<file path="src/rtl/msdap_pkg.sv">
// Shared types and constants for the audio output path.
package msdap_pkg;

    localparam int WORD_BITS = 40;

    typedef enum logic [1:0] {
        IDLE = 2'd0,
        LOAD = 2'd1,
        SEND = 2'd2,
        GAP  = 2'd3
    } sched_state_t;

    typedef enum logic {
        LEFT  = 1'b0,
        RIGHT = 1'b1
    } channel_t;

endpackage

</file>
<file path="src/rtl/chan_fifo.sv">
// Small per-channel result FIFO with a combinational head and a drop strobe.
module chan_fifo #(
    parameter int DATA_W     = 40,
    parameter int FIFO_DEPTH = 2
) (
    input  logic              sClk,
    input  logic              start,
    input  logic              push,
    input  logic [DATA_W-1:0] din,
    input  logic              pop,
    output logic [DATA_W-1:0] dout,
    output logic              empty,
    output logic              full,
    output logic              drop
);

    localparam int PTR_W = $clog2(FIFO_DEPTH);
    localparam logic [PTR_W:0] FULL_CNT = (PTR_W+1)'(FIFO_DEPTH);

    logic [DATA_W-1:0] mem [FIFO_DEPTH];
    logic [PTR_W-1:0]  wr_ptr, rd_ptr;
    logic [PTR_W:0]    count;
    logic              push_ok, pop_ok;

    assign empty   = (count == '0);
    assign full    = (count == FULL_CNT);
    assign pop_ok  = pop && !empty;
    // A same-cycle pop frees the slot, so a push on a full FIFO still lands.
    assign push_ok = push && (!full || pop_ok);
    assign drop    = push && !push_ok;
    assign dout    = mem[rd_ptr];

    always_ff @(posedge sClk or posedge start) begin
        if (start) begin
            wr_ptr <= '0;
            rd_ptr <= '0;
            count  <= '0;
        end else begin
            if (push_ok) wr_ptr <= wr_ptr + 1'b1;
            if (pop_ok)  rd_ptr <= rd_ptr + 1'b1;
            if (push_ok && !pop_ok)      count <= count + 1'b1;
            else if (!push_ok && pop_ok) count <= count - 1'b1;
        end
    end

    always_ff @(posedge sClk) begin
        if (push_ok) mem[wr_ptr] <= din;
    end

endmodule

</file>
<file path="src/rtl/output_scheduler.sv">
// Pairs buffered left/right results and feeds them, left first, to the
// single bit-serial output serializer.
module output_scheduler
    import msdap_pkg::*;
#(
    parameter int DATA_W     = WORD_BITS,
    parameter int FIFO_DEPTH = 2,
    parameter int CNT_W      = 16
) (
    input  logic              sClk,
    input  logic              start,
    input  logic              l_valid,
    input  logic [DATA_W-1:0] l_data,
    input  logic              r_valid,
    input  logic [DATA_W-1:0] r_data,
    input  logic              ser_done,
    output logic              ser_en,
    output logic [DATA_W-1:0] ser_data,
    output logic              chan_sel,
    output logic              out_ready,
    output logic              l_full,
    output logic              r_full,
    output logic              overflow,
    output logic              proto_err,
    output logic [CNT_W-1:0]  words_sent
);

    localparam int BC_W = $clog2(DATA_W);
    localparam logic [BC_W-1:0] BC_LAST = BC_W'(DATA_W - 1);

    sched_state_t      state;
    channel_t          chan;
    logic [BC_W-1:0]   bit_cnt;
    logic [DATA_W-1:0] l_dout, r_dout;
    logic              l_empty, r_empty, l_drop, r_drop;
    logic              l_pop, r_pop, word_done;

    assign word_done = (state == SEND) && (bit_cnt == BC_LAST);
    assign l_pop     = word_done && (chan == LEFT);
    assign r_pop     = word_done && (chan == RIGHT);

    chan_fifo #(.DATA_W(DATA_W), .FIFO_DEPTH(FIFO_DEPTH)) u_left (
        .sClk(sClk), .start(start), .push(l_valid), .din(l_data), .pop(l_pop),
        .dout(l_dout), .empty(l_empty), .full(l_full), .drop(l_drop)
    );

    chan_fifo #(.DATA_W(DATA_W), .FIFO_DEPTH(FIFO_DEPTH)) u_right (
        .sClk(sClk), .start(start), .push(r_valid), .din(r_data), .pop(r_pop),
        .dout(r_dout), .empty(r_empty), .full(r_full), .drop(r_drop)
    );

    // Decoded from state so an asynchronous reset drops the enable at once.
    assign ser_en    = (state == SEND);
    assign out_ready = ser_en;
    assign chan_sel  = chan;

    always_ff @(posedge sClk or posedge start) begin
        if (start) begin
            state      <= IDLE;
            chan       <= LEFT;
            bit_cnt    <= '0;
            ser_data   <= '0;
            overflow   <= 1'b0;
            proto_err  <= 1'b0;
            words_sent <= '0;
        end else begin
            if (l_drop || r_drop) overflow <= 1'b1;
            case (state)
                IDLE: begin
                    // Only a complete pair starts, so the right head is
                    // guaranteed present once the left word is out.
                    if (!l_empty && !r_empty) begin
                        state    <= LOAD;
                        chan     <= LEFT;
                        ser_data <= l_dout;
                    end
                end
                LOAD: begin
                    bit_cnt <= '0;
                    state   <= SEND;
                end
                SEND: begin
                    bit_cnt <= bit_cnt + 1'b1;
                    if (word_done) begin
                        words_sent <= words_sent + 1'b1;
                        state      <= GAP;
                    end
                end
                GAP: begin
                    if (!ser_done) proto_err <= 1'b1;
                    if (chan == LEFT) begin
                        chan     <= RIGHT;
                        ser_data <= r_dout;
                        state    <= LOAD;
                    end else begin
                        chan  <= LEFT;
                        state <= IDLE;
                    end
                end
            endcase
        end
    end

endmodule

</file>
<file path="config.mk">
export PLATFORM = sky130hd
export DESIGN_NAME = output_scheduler
export DESIGN_NICKNAME = d
export VERILOG_FILES = /design/src/rtl/msdap_pkg.sv /design/src/rtl/chan_fifo.sv /design/src/rtl/output_scheduler.sv
export SDC_FILE = /design/constraint.sdc
export NUM_CORES = 1
export LEC_CHECK = 0
export CORE_ASPECT_RATIO = 0.9
export CORE_UTILIZATION = 60
export CTS_BUF_LIST = sky130_fd_sc_hd__clkbuf_8
export DETAILED_ROUTE_END_ITERATION = 10
export PLACE_DENSITY = 0.88
export SETUP_SLACK_MARGIN = 0.15
export SLEW_MARGIN = 40
export SYNTH_ARGS = -nofsm -noshare
export SYNTH_HDL_FRONTEND = slang
export SYNTH_SLANG_ARGS = --single-unit
</file>
<file path="constraint.sdc">
create_clock -name sClk -period 7.2 [get_ports sClk]
set_clock_uncertainty 0.2 [all_clocks]
set_input_delay 0.72 -clock sClk [delete_from_list [all_inputs] [get_ports sClk]]
set_output_delay 0.72 -clock sClk [all_outputs]
set_load 0.01 [all_outputs]
</file>
Word level (Yosys, flattened, before mapping)

Memory sizes are Yosys's and may differ from the RTL's.
Cells that the tools add are included.

$lt $le $gt $ge: 0
Multipliers: 0
Eq/ne operators: 9
Div/mod/pow operators: 0
Shift-type cells: 0
Reductions and logical operators: 37
Bitwise logic cells: 2
$add $sub $neg: 10
Mux-type cells: 19

Operators by type and width:

| operator                | count |
|---|---|
| $mux W40                | 2 |
| $pmux W40 S2            | 1 |
| $add A16 B1 Y16 const B | 1 |
| $logic_and A1 B1 Y1     | 14 |
| $mux W2                 | 6 |
| $pmux W6 S2             | 1 |
| $eq A2 B2 Y1 const B    | 4 |
| $logic_not A1 Y1        | 8 |
| $pmux W2 S4             | 1 |
| $reduce_and A2 Y1       | 4 |
| $reduce_bool A2 Y1      | 4 |
| $mux W1                 | 7 |
| $add A6 B1 Y6 const B   | 1 |
| $eq A6 B6 Y1 const B    | 1 |
| $logic_not A2 Y1        | 3 |
| $add A1 B1 Y1 const B   | 4 |
| $add A2 B1 Y2 const B   | 2 |
| $ne A2 B2 Y1 const B    | 2 |
| $sub A2 B1 Y2 const B   | 2 |
| $logic_or A1 B1 Y1      | 3 |
| $reduce_and A3 Y1       | 1 |
| $eq A2 B1 Y1 const B    | 1 |
| $ne A2 B1 Y1 const B    | 1 |
| $not A1 Y1              | 2 |
| $pmux W1 S2             | 1 |

Bits in latches: 0
Bits in read-only memories: 0
Register bits after elaboration: 75
Output and inout bits: 63
Memories kept: 2
Memory bits (writable): 160
Logic and storage cells: 92
Input bits: 85

Memory list:

| name        | words | width | read ports | clocked after Yosys merged registers in | write ports | RTL line        | source |
|---|---|---|---|---|---|---|---|
| u_left.mem  | 2     | 40    | 1          | 0                                       | 1           | chan_fifo.sv:20 | `logic [DATA_W-1:0] mem [FIFO_DEPTH];` |
| u_right.mem | 2     | 40    | 1          | 0                                       | 1           | chan_fifo.sv:20 |  |

Depth between registers and ports, before layout

Gate-level depths: netlist (run 1).

Word-level depth: 10
Mapped depth: 10
Depth with buffers taken out: 10

Cells and area by module

A second synthesis (run 1) with hierarchy kept.

Cells, all modules: 600
Area, all modules: 9793.1 µm²

Modules (own cells, without submodules):

| module           | area an instance (µm²) | times used | seq. area each (µm²) | cells each |
|---|---|---|---|---|
| chan_fifo        | 3289.4                 | 2          | 2502.4               | 147 |
| output_scheduler | 3214.3                 | 1          | 1676.6               | 306 |

Worst setup path before layout (run 1)

OpenSTA, ideal clock, no wires.

Path type: flip-flop to flip-flop
Start point: reg state[0]
End point: mem u_left.mem[0][0] (enable)
Clock period less this slack: 3921 ps
Arrival: 3284 ps
Data required time: 6563 ps
Stages on the path, launching flop included: 7
Path slack: 3279 ps
Cells stage by stage: dfrtp_1 inv_1 ha_1 inv_2 o41a_2 nand2b_1 nor2_1

Cells in the longest elaborated chain, start to end: 8

Ends and longest elaborated chain:

| what                          | RTL line               | source |
|---|---|---|
| start, declared               | output_scheduler.sv:31 | `sched_state_t state;` |
| start signal, assigned        | output_scheduler.sv:59 | `state <= IDLE;` |
| start signal, assigned        | output_scheduler.sv:73 | `state <= LOAD;` |
| start signal, assigned        | output_scheduler.sv:80 | `state <= SEND;` |
| $eq A2 B2 Y1                  | --                     |  |
| via out_ready                 | output_scheduler.sv:20 | `output logic out_ready,` |
| $logic_and A1 B1 Y1           | output_scheduler.sv:38 | `assign word_done = (state == SEND) && (bit_cnt == BC_LAST);` |
| $logic_and A1 B1 Y1           | output_scheduler.sv:39 | `assign l_pop = word_done && (chan == LEFT);` |
| $logic_and A1 B1 Y1           | chan_fifo.sv:27        | `assign pop_ok = pop && !empty;` |
| $logic_or A1 B1 Y1            | chan_fifo.sv:29        | `assign push_ok = push && (!full \|\| pop_ok);` |
| $logic_and A1 B1 Y1           | chan_fifo.sv:29        |  |
| $mux W1                       | chan_fifo.sv:47        | `if (push_ok) mem[wr_ptr] <= din;` |
| $mux W1 (implied by the code) | chan_fifo.sv:47        |  |
| end, declared                 | chan_fifo.sv:20        |  |

The timed path passes the listed nets, and every way through them passes these cells.

Final worst setup path (run 1)

Start point: reg state[0]
End point: mem u_left.mem[1][18] (enable)

Cells in the longest elaborated chain, start to end: 8

Ends and longest elaborated chain:

| what                          | RTL line |
|---|---|
| $eq A2 B2 Y1                  | output_scheduler.sv:38 |
| $logic_and A1 B1 Y1           | output_scheduler.sv:38 |
| $logic_and A1 B1 Y1           | output_scheduler.sv:39 |
| $logic_and A1 B1 Y1           | chan_fifo.sv:27 |
| $logic_or A1 B1 Y1            | chan_fifo.sv:29 |
| $logic_and A1 B1 Y1           | chan_fifo.sv:29 |
| $mux W1                       | chan_fifo.sv:47 |
| $mux W1 (implied by the code) | chan_fifo.sv:47 |

No other way between the ends.

==> impl_metrics.json, run 1 <==
{
  "outcome": "finished clean",
  "finalMaxSlewViolations": 0,
  "slew_headroom_pct": 51.2,
  "syn_avg_cell_area_sq_um": 14.7,
  "yosysWarnings": 0,
  "routed_via_density": 5.56,
  "ys.flop_type": "edfxtp_1",
  "switchingPower_w": 0.00140,
  "dpl.hpwl_mm": 12.0,
  "cts_setup_buffers": 0,
  "hold_viol_final": 0,
  "synth_top_area_share_pct": 52.1,
  "synth_seq_cells": 235,
  "ys_seq_area_share_pct": 72.5,
  "rsz0062_at_grt": "no",
  "antenna_found_initial": 0,
  "die-area_sq_mm": 0.0159,
  "combPwrFrac_pct": 29.1,
  "io_pins": 148,
  "ctsRootBufferMaster": "clkbuf_8",
  "vias": 5667,
  "cts_buffer_depth": 3,
  "post_drt_wl_per_cell_microns": 18.7,
  "diodes": 0,
  "die_y_microns": 120,
  "clock_latency_ns": 0.53,
  "syn-cell-area_sq_mm": 0.00922,
  "ant_nets": 0,
  "routed_wl_mm": 19.1,
  "yosysTopAreaCell": "edfxtp_1",
  "nets": 886,
  "start_util_pct": 62.0,
  "powerDensity_mw_per_mm2": 371,
  "cp.required_ns": 7.14,
  "maxCapViolCount": 0,
  "fmax_ghz": 0.325,
  "cp.arrival_ns": 3.02,
  "rows": 42,
  "grt_max_degree": 76,
  "p_leak_nw": 4.32,
  "place_ws_ns": 4.17,
  "grt_overflow_total": 0,
  "finalSetupViolCount": 0,
  "drc": 0,
  "worst_setup_path_end_kind": "flip-flop",
  "cts_made_buffers": 38,
  "grt.total_usage_pct": 25.3,
  "internal_power_w": 0.00293,
  "netlist_instances": 629,
  "ir_worst_vdd_uv": 245,
  "drive_above_1_share_pct": 14.1,
  "power.share.clock_pct": 24.8,
  "fp.dieW_microns": 133,
  "fin_crit_ns": 3.08,
  "core_area_sq_mm": 0.0149,
  "setup_tns_ns": 0,
  "synth_edf_count": 160,
  "cts_tree": "done",
  "yosysUniqueCellTypes": 38,
  "worst-path-max-fanout": 40,
  "cts_sinks": 235,
  "critPathKind": "flip-flop to flip-flop",
  "whs_ns": 0.274,
  "hp-class": "flip-flop to flip-flop",
  "synth.net_count": 722,
  "sw_frac_of_total_pct": 32.2,
  "port_buffers": 147,
  "async_flop_share_pct": 31.9,
  "fin_crit_sh_pct": 42.7,
  "syn2layout_area_growth_pct": 26.6,
  "cts_resized": 0,
  "fin_ws_ns": 4.12,
  "tightest_slew_ns": 0.732,
  "power_frac_seq_pct": 46.2,
  "grt_pass1_vias": 5921,
  "postCtsHoldBufs": 0,
  "critPathLaunchType": "flip-flop",
  "cts_max_level": 2,
  "clkTransAtPathRegs_ns": 0.06,
  "first_iter_violations": 524,
  "synth.area.top_cells": "edfxtp_1, dfrtp_1, mux2_2",
  "drt-pass1-iter-count": 5,
  "grt_pass1_wl_mm": 30.4,
  "place_congestion": 0.771
}
cells in the mapped netlist, types with 2 or more instances:
library cell	number
nand3_1	8
nand2_1	53
clkbuf_1	17
or3_4	2
nor3_1	5
o22ai_1	2
o211ai_1	3
nor2_1	48
nor2b_1	5
and3_1	2
inv_1	12
o21ai_0	46
edfxtp_1	160
buf_1	4
ha_1	8
buf_2	8
dfrtp_1	75
mux2i_1	41
a21oi_1	43
mux2_2	40
xor2_1	6
nand4_1	6
xnor2_1	20
per-stage QoR:
step | cell area, sq um | util (%) | total power, W | cells
6_report | 11700 | 78.5 | 0.00433 | 1020
5_1_grt | 11700 | 78.5 | 0.00455 | 1020
4_1_cts | 11700 | 78.5 | 0.00436 | 1020
3_5_place_dp | 10900 | 73.6 | 0.00327 | 951
3_3_place_gp | 10900 | 73.2 | 0.00315 | 949
2_1_floorplan | 9220 | - | 0.00268 | 629
worst paths after layout:
path | from | to | slack (ns) | cells past startpoint
max | state[0] | u_left.mem[1][18] | 4.12 | 7
min | proto_err | proto_err | 0.27 | 1
max reg2reg | state[0] | u_left.mem[1][18] | 4.12 | 7
min reg2reg | proto_err | proto_err | 0.27 | 1
max in group asynchronous | start | u_right.rd_ptr | 5.69 | 3
min in group asynchronous | start | words_sent[15] | 0.56 | 3
worst max-delay path, cell delays in order, from the launching register on:
cell and delay (ns):
dfrtp_1 0.39, inv_1 0.16, ha_1 0.40, inv_2 0.15
o41a_2 0.47, nand2b_1 0.25, inv_1 0.13, and2_4 0.53
area by class of cell:
| type | count | area, sq um |
|---|---|---|
| Clock buffer | 45 | 619 |
| Tap cell | 198 | 248 |
| Timing Repair Buffer | 154 | 1560 |
| Inverter | 13 | 50.0 |
| Fill cell | 807 | 3200 |
| Multi-Input combinational cell | 351 | 2410 |
| Clock inverter | 24 | 105 |
| Sequential cell | 235 | 6690 |
metal layers:
layer  routed length [microns]  share of wire (%)  GRT usage [%]
met1                      7840                 41           32.9
met2                      9580                 50           42.4
met3                      1180                6.2           4.99
met4                       482                2.5           9.55
met5                         0                  0              0
kinds of logic (layout without fill, tap and decap cells):
family          count (synthesis)  after routing  share of synthesized area, %
simple gates                  134            134                          6.65
xor+xnor                       27             27                          2.65
compound gates                101            101                          5.90
flops                         235            235                          72.5
buf+inv                        43            236                          1.90
mux                            81             81                          9.34
fa+ha+maj                       8              8                          1.09
cell usage in the layout (no fill, tap or decap), types with 2 or more instances in the layout:
cell type	netlist	final
a21oi_1	43	43
o211ai_1	3	3
xor2_1	6	6
nor3_1	5	5
nand4_1	6	6
or3_4	2	2
o22ai_1	2	2
buf_4	1	4
nor2b_1	5	5
xnor2_1	20	20
mux2_2	40	40
dfrtp_1	75	73
ha_1	8	7
inv_1	12	25
clkinv_1	0	3
clkbuf_8	0	45
clkdlybuf4s50_1	0	147
nor2_4	0	2
clkinv_2	0	6
mux2i_1	41	41
nand3_1	8	8
edfxtp_1	160	160
nand2_1	53	53
o21ai_0	46	46
nor2_1	48	46
flip-flops by register name, indices dropped and copies added, names as in the netlist:
signal	flops
u_left.wr_ptr	1
u_right.rd_ptr	1
u_left.rd_ptr	1
ser_data	40
u_left.mem	80
bit_cnt	6
words_sent	16
proto_err	1
chan_sel	1
u_left.count	2
u_right.count	2
state	2
overflow	1
u_right.mem	80
u_right.wr_ptr	1
power groups by stage:
stage | clock [W] | sequential [W] | combinational (W)
final | 0.00107 | 0.00200 | 0.00126
after global placement | 0 | 0.00199 | 0.00116
after floorplan | 0 | 0.00203 | 0.000651
after detailed placement | 0 | 0.00202 | 0.00125
after global routing | 0.00116 | 0.00203 | 0.00137
after CTS | 0.00109 | 0.00200 | 0.00127
(Power assumes the default switching activity.)
==> run 2, diff against run 1 <==
--- a/config.mk
+++ b/config.mk
@@ -6,10 +6,10 @@
 export NUM_CORES = 1
 export LEC_CHECK = 0
 export CORE_ASPECT_RATIO = 0.9
-export CORE_UTILIZATION = 60
+export CORE_UTILIZATION = 50
 export CTS_BUF_LIST = sky130_fd_sc_hd__clkbuf_8
 export DETAILED_ROUTE_END_ITERATION = 10
-export PLACE_DENSITY = 0.88
+export PLACE_DENSITY = 0.78
 export SETUP_SLACK_MARGIN = 0.15
 export SLEW_MARGIN = 40
 export SYNTH_ARGS = -nofsm -noshare
==> constraint.sdc (replaced) <==
create_clock -name sClk -period 2.54 [get_ports sClk]
set_clock_uncertainty 0.2 [all_clocks]
set_input_delay 0.254 -clock sClk [delete_from_list [all_inputs] [get_ports sClk]]
set_output_delay 0.254 -clock sClk [all_outputs]
set_load 0.01 [all_outputs]
==> run 2 against run 1 <==
Net effect:
- sequential share of layout area down 1.6 points
- setup slack got worse by 3.9 ns
- fmax up 32%
- die area rose by 20%
- via count is 0.60% lower
- wire length grew 1.2%
- final cell count increased by 6.2%
- utilization is 11 points lower
- combinational power rose to 3.0 times the previous value
==> impl_metrics.json, run 2 (synthesized netlist as in run 1, its figures left out) <==
{
  "ctsRootBufferMaster": "clkbuf_8",
  "cts_sinks": 235,
  "critPathKind": "flip-flop to flip-flop",
  "antenna_found_initial": 1,
  "drc": 0,
  "ir_worst_vdd_uv": 587,
  "fp.dieW_microns": 145,
  "cts_buffer_depth": 3,
  "rsz0062_at_grt": "no",
  "hold_viol_final": 0,
  "fin_crit_ns": 2.33,
  "total_power_w": 0.0125,
  "slew_headroom_pct": 69.0,
  "reg_top3": "u_left.mem: 80 flops, u_right.mem: 80 flops, ser_data: 40 flops",
  "finalSetupViolCount": 0,
  "critPathLaunchType": "flip-flop",
  "wl_met2_mm": 9.27,
  "clkTransAtPathRegs_ns": 0.06,
  "grt_overflow_total": 0,
  "die-area_sq_mm": 0.0190,
  "place_congestion": 0.828,
  "start_util_pct": 51.7,
  "grt_max_degree": 51,
  "port_buffers": 147,
  "outcome": "finished clean",
  "syn2layout_area_growth_pct": 30.3,
  "highest_layer": "met4",
  "io_pins": 148,
  "tightest_slew_ns": 0.460,
  "routed_via_density": 5.20,
  "wl_met3_mm": 1.35,
  "cts_tree": "done",
  "core_area_sq_mm": 0.0178,
  "worst_setup_path_end_kind": "flip-flop",
  "ff2ff_path_depth": 7,
  "nets": 906,
  "rows": 46,
  "powerDensity_mw_per_mm2": 1040,
  "clock_latency_ns": 0.52,
  "grt_pass1_wl_mm": 30.1,
  "cp.arrival_ns": 2.33,
  "drive_above_1_share_pct": 15.8,
  "hp-class": "input pin to flip-flop",
  "p_leak_nw": 4.48,
  "r2r_slack_ns": 0.21,
  "diodes": 0,
  "ant_nets": 0,
  "setup_tns_ns": 0,
  "final_common_cell": "edfxtp_1",
  "cts_made_buffers": 39,
  "met1_length_mm": 8.42,
  "vias": 5633,
  "die_y_microns": 131,
  "grt_pass1_vias": 5807,
  "startpoint": "bit_cnt[1]",
  "most-common-layout-cells": "edfxtp_1, clkdlybuf4s50_1, dfrtp_1",
  "finalMaxSlewViolations": 0,
  "drt-pass1-iter-count": 4,
  "fin_crit_sh_pct": 91.6,
  "post_drt_wl_per_cell_microns": 17.8,
  "r2r_end": "u_left.mem[1][37]",
  "crit_end": "u_left.mem[1][37]",
  "cts_max_level": 2,
  "first_iter_violations": 318,
  "maxCapViolCount": 0,
  "r2r-start": "bit_cnt[1]",
  "cp.required_ns": 2.55,
  "routed_wl_mm": 19.3,
  "dpl.hpwl_mm": 12.7,
  "worst-path-max-fanout": 20,
  "grt.total_usage_pct": 20.7,
  "fmax_ghz": 0.430
}
## run 2: cell types whose count changed in the layout (fill, tap and decap cells not counted), moves of 2 or more
cell / before / now
clkinv_2: 6 / 1
buf_12: 0 / 5
clkinv_1: 3 / 1
clkbuf_8: 45 / 42
ha_1: 7 / 5
ha_4: 0 / 3
buf_4: 4 / 17
inv_1: 25 / 35
## run 2: repair_timing
| item | CTS | global route |
|---|---|---|
| pin swaps | 1 | 0 |
| cloned | 1 | 0 |
| hold buffers | 1 | 0 |
| endpoints found under the setup margin | 56 | 84 |
| endpoints found under the hold margin | 14 | 0 |
| gates resized for setup | 3 | 2 |
| buffers inserted | 3 | 3 |
## run 2: how the worst min path moves through the flow
stage | startpoint | to | cells after the start
global placement | proto_err | proto_err | 1
finish | l_data[10] | u_left.mem[0][10] | 1
detailed placement | proto_err | proto_err | 1
global route | l_data[10] | u_left.mem[0][10] | 1
floorplan | l_data[0] | u_left.mem[0][0] | 0
CTS | l_data[10] | u_left.mem[0][10] | 1
## run 2: cell type report
class                      count  area, sq um
sequential                   235         6680
fill                        1220         5830
multi-input combinational    351         2470
timing repair buffer         173         1780
clock buffer                  42          578
tap                          240          300
clock inverter                29          144
inverter                      13         52.6
## run 2: worst max-delay path, stage by stage, from the launching register on
cell	delay, ns
dfrtp_1	0.39
ha_4	0.18
nand4b_4	0.14
o41a_4	0.45
nand2b_4	0.17
inv_1	0.10
and2_4	0.21
buf_16	0.19
## run 2: routing by layer
metal / track usage [%] / up-vias
li1: - / 2662
met1: 26.2 / 2768
met2: 35.5 / 178
met3: 5.94 / 25
met4: 5.70 / 0
met5: 0 / -
## run 2: per-stage QoR
stage	util, %	cells	area, sq um	worst slack (ns)	hold slack (ns)
2_1_floorplan	-	629	9290	0.00114	0.153
3_3_place_gp	62.7	1004	11200	0.198	0.243
3_5_place_dp	62.7	1004	11200	0.127	0.247
4_1_cts	67.1	1080	12000	0.153	0.0819
5_1_grt	67.3	1083	12000	0.145	0.0842
6_report	67.3	1083	12000	0.215	0.113
## run 2: where the power goes
| group | switching, W | internal, W |
|---|---|---|
| combinational | 0.00213 | 0.00168 |
| clock | 0.00141 | 0.00162 |
| sequential | 0.000410 | 0.00521 |
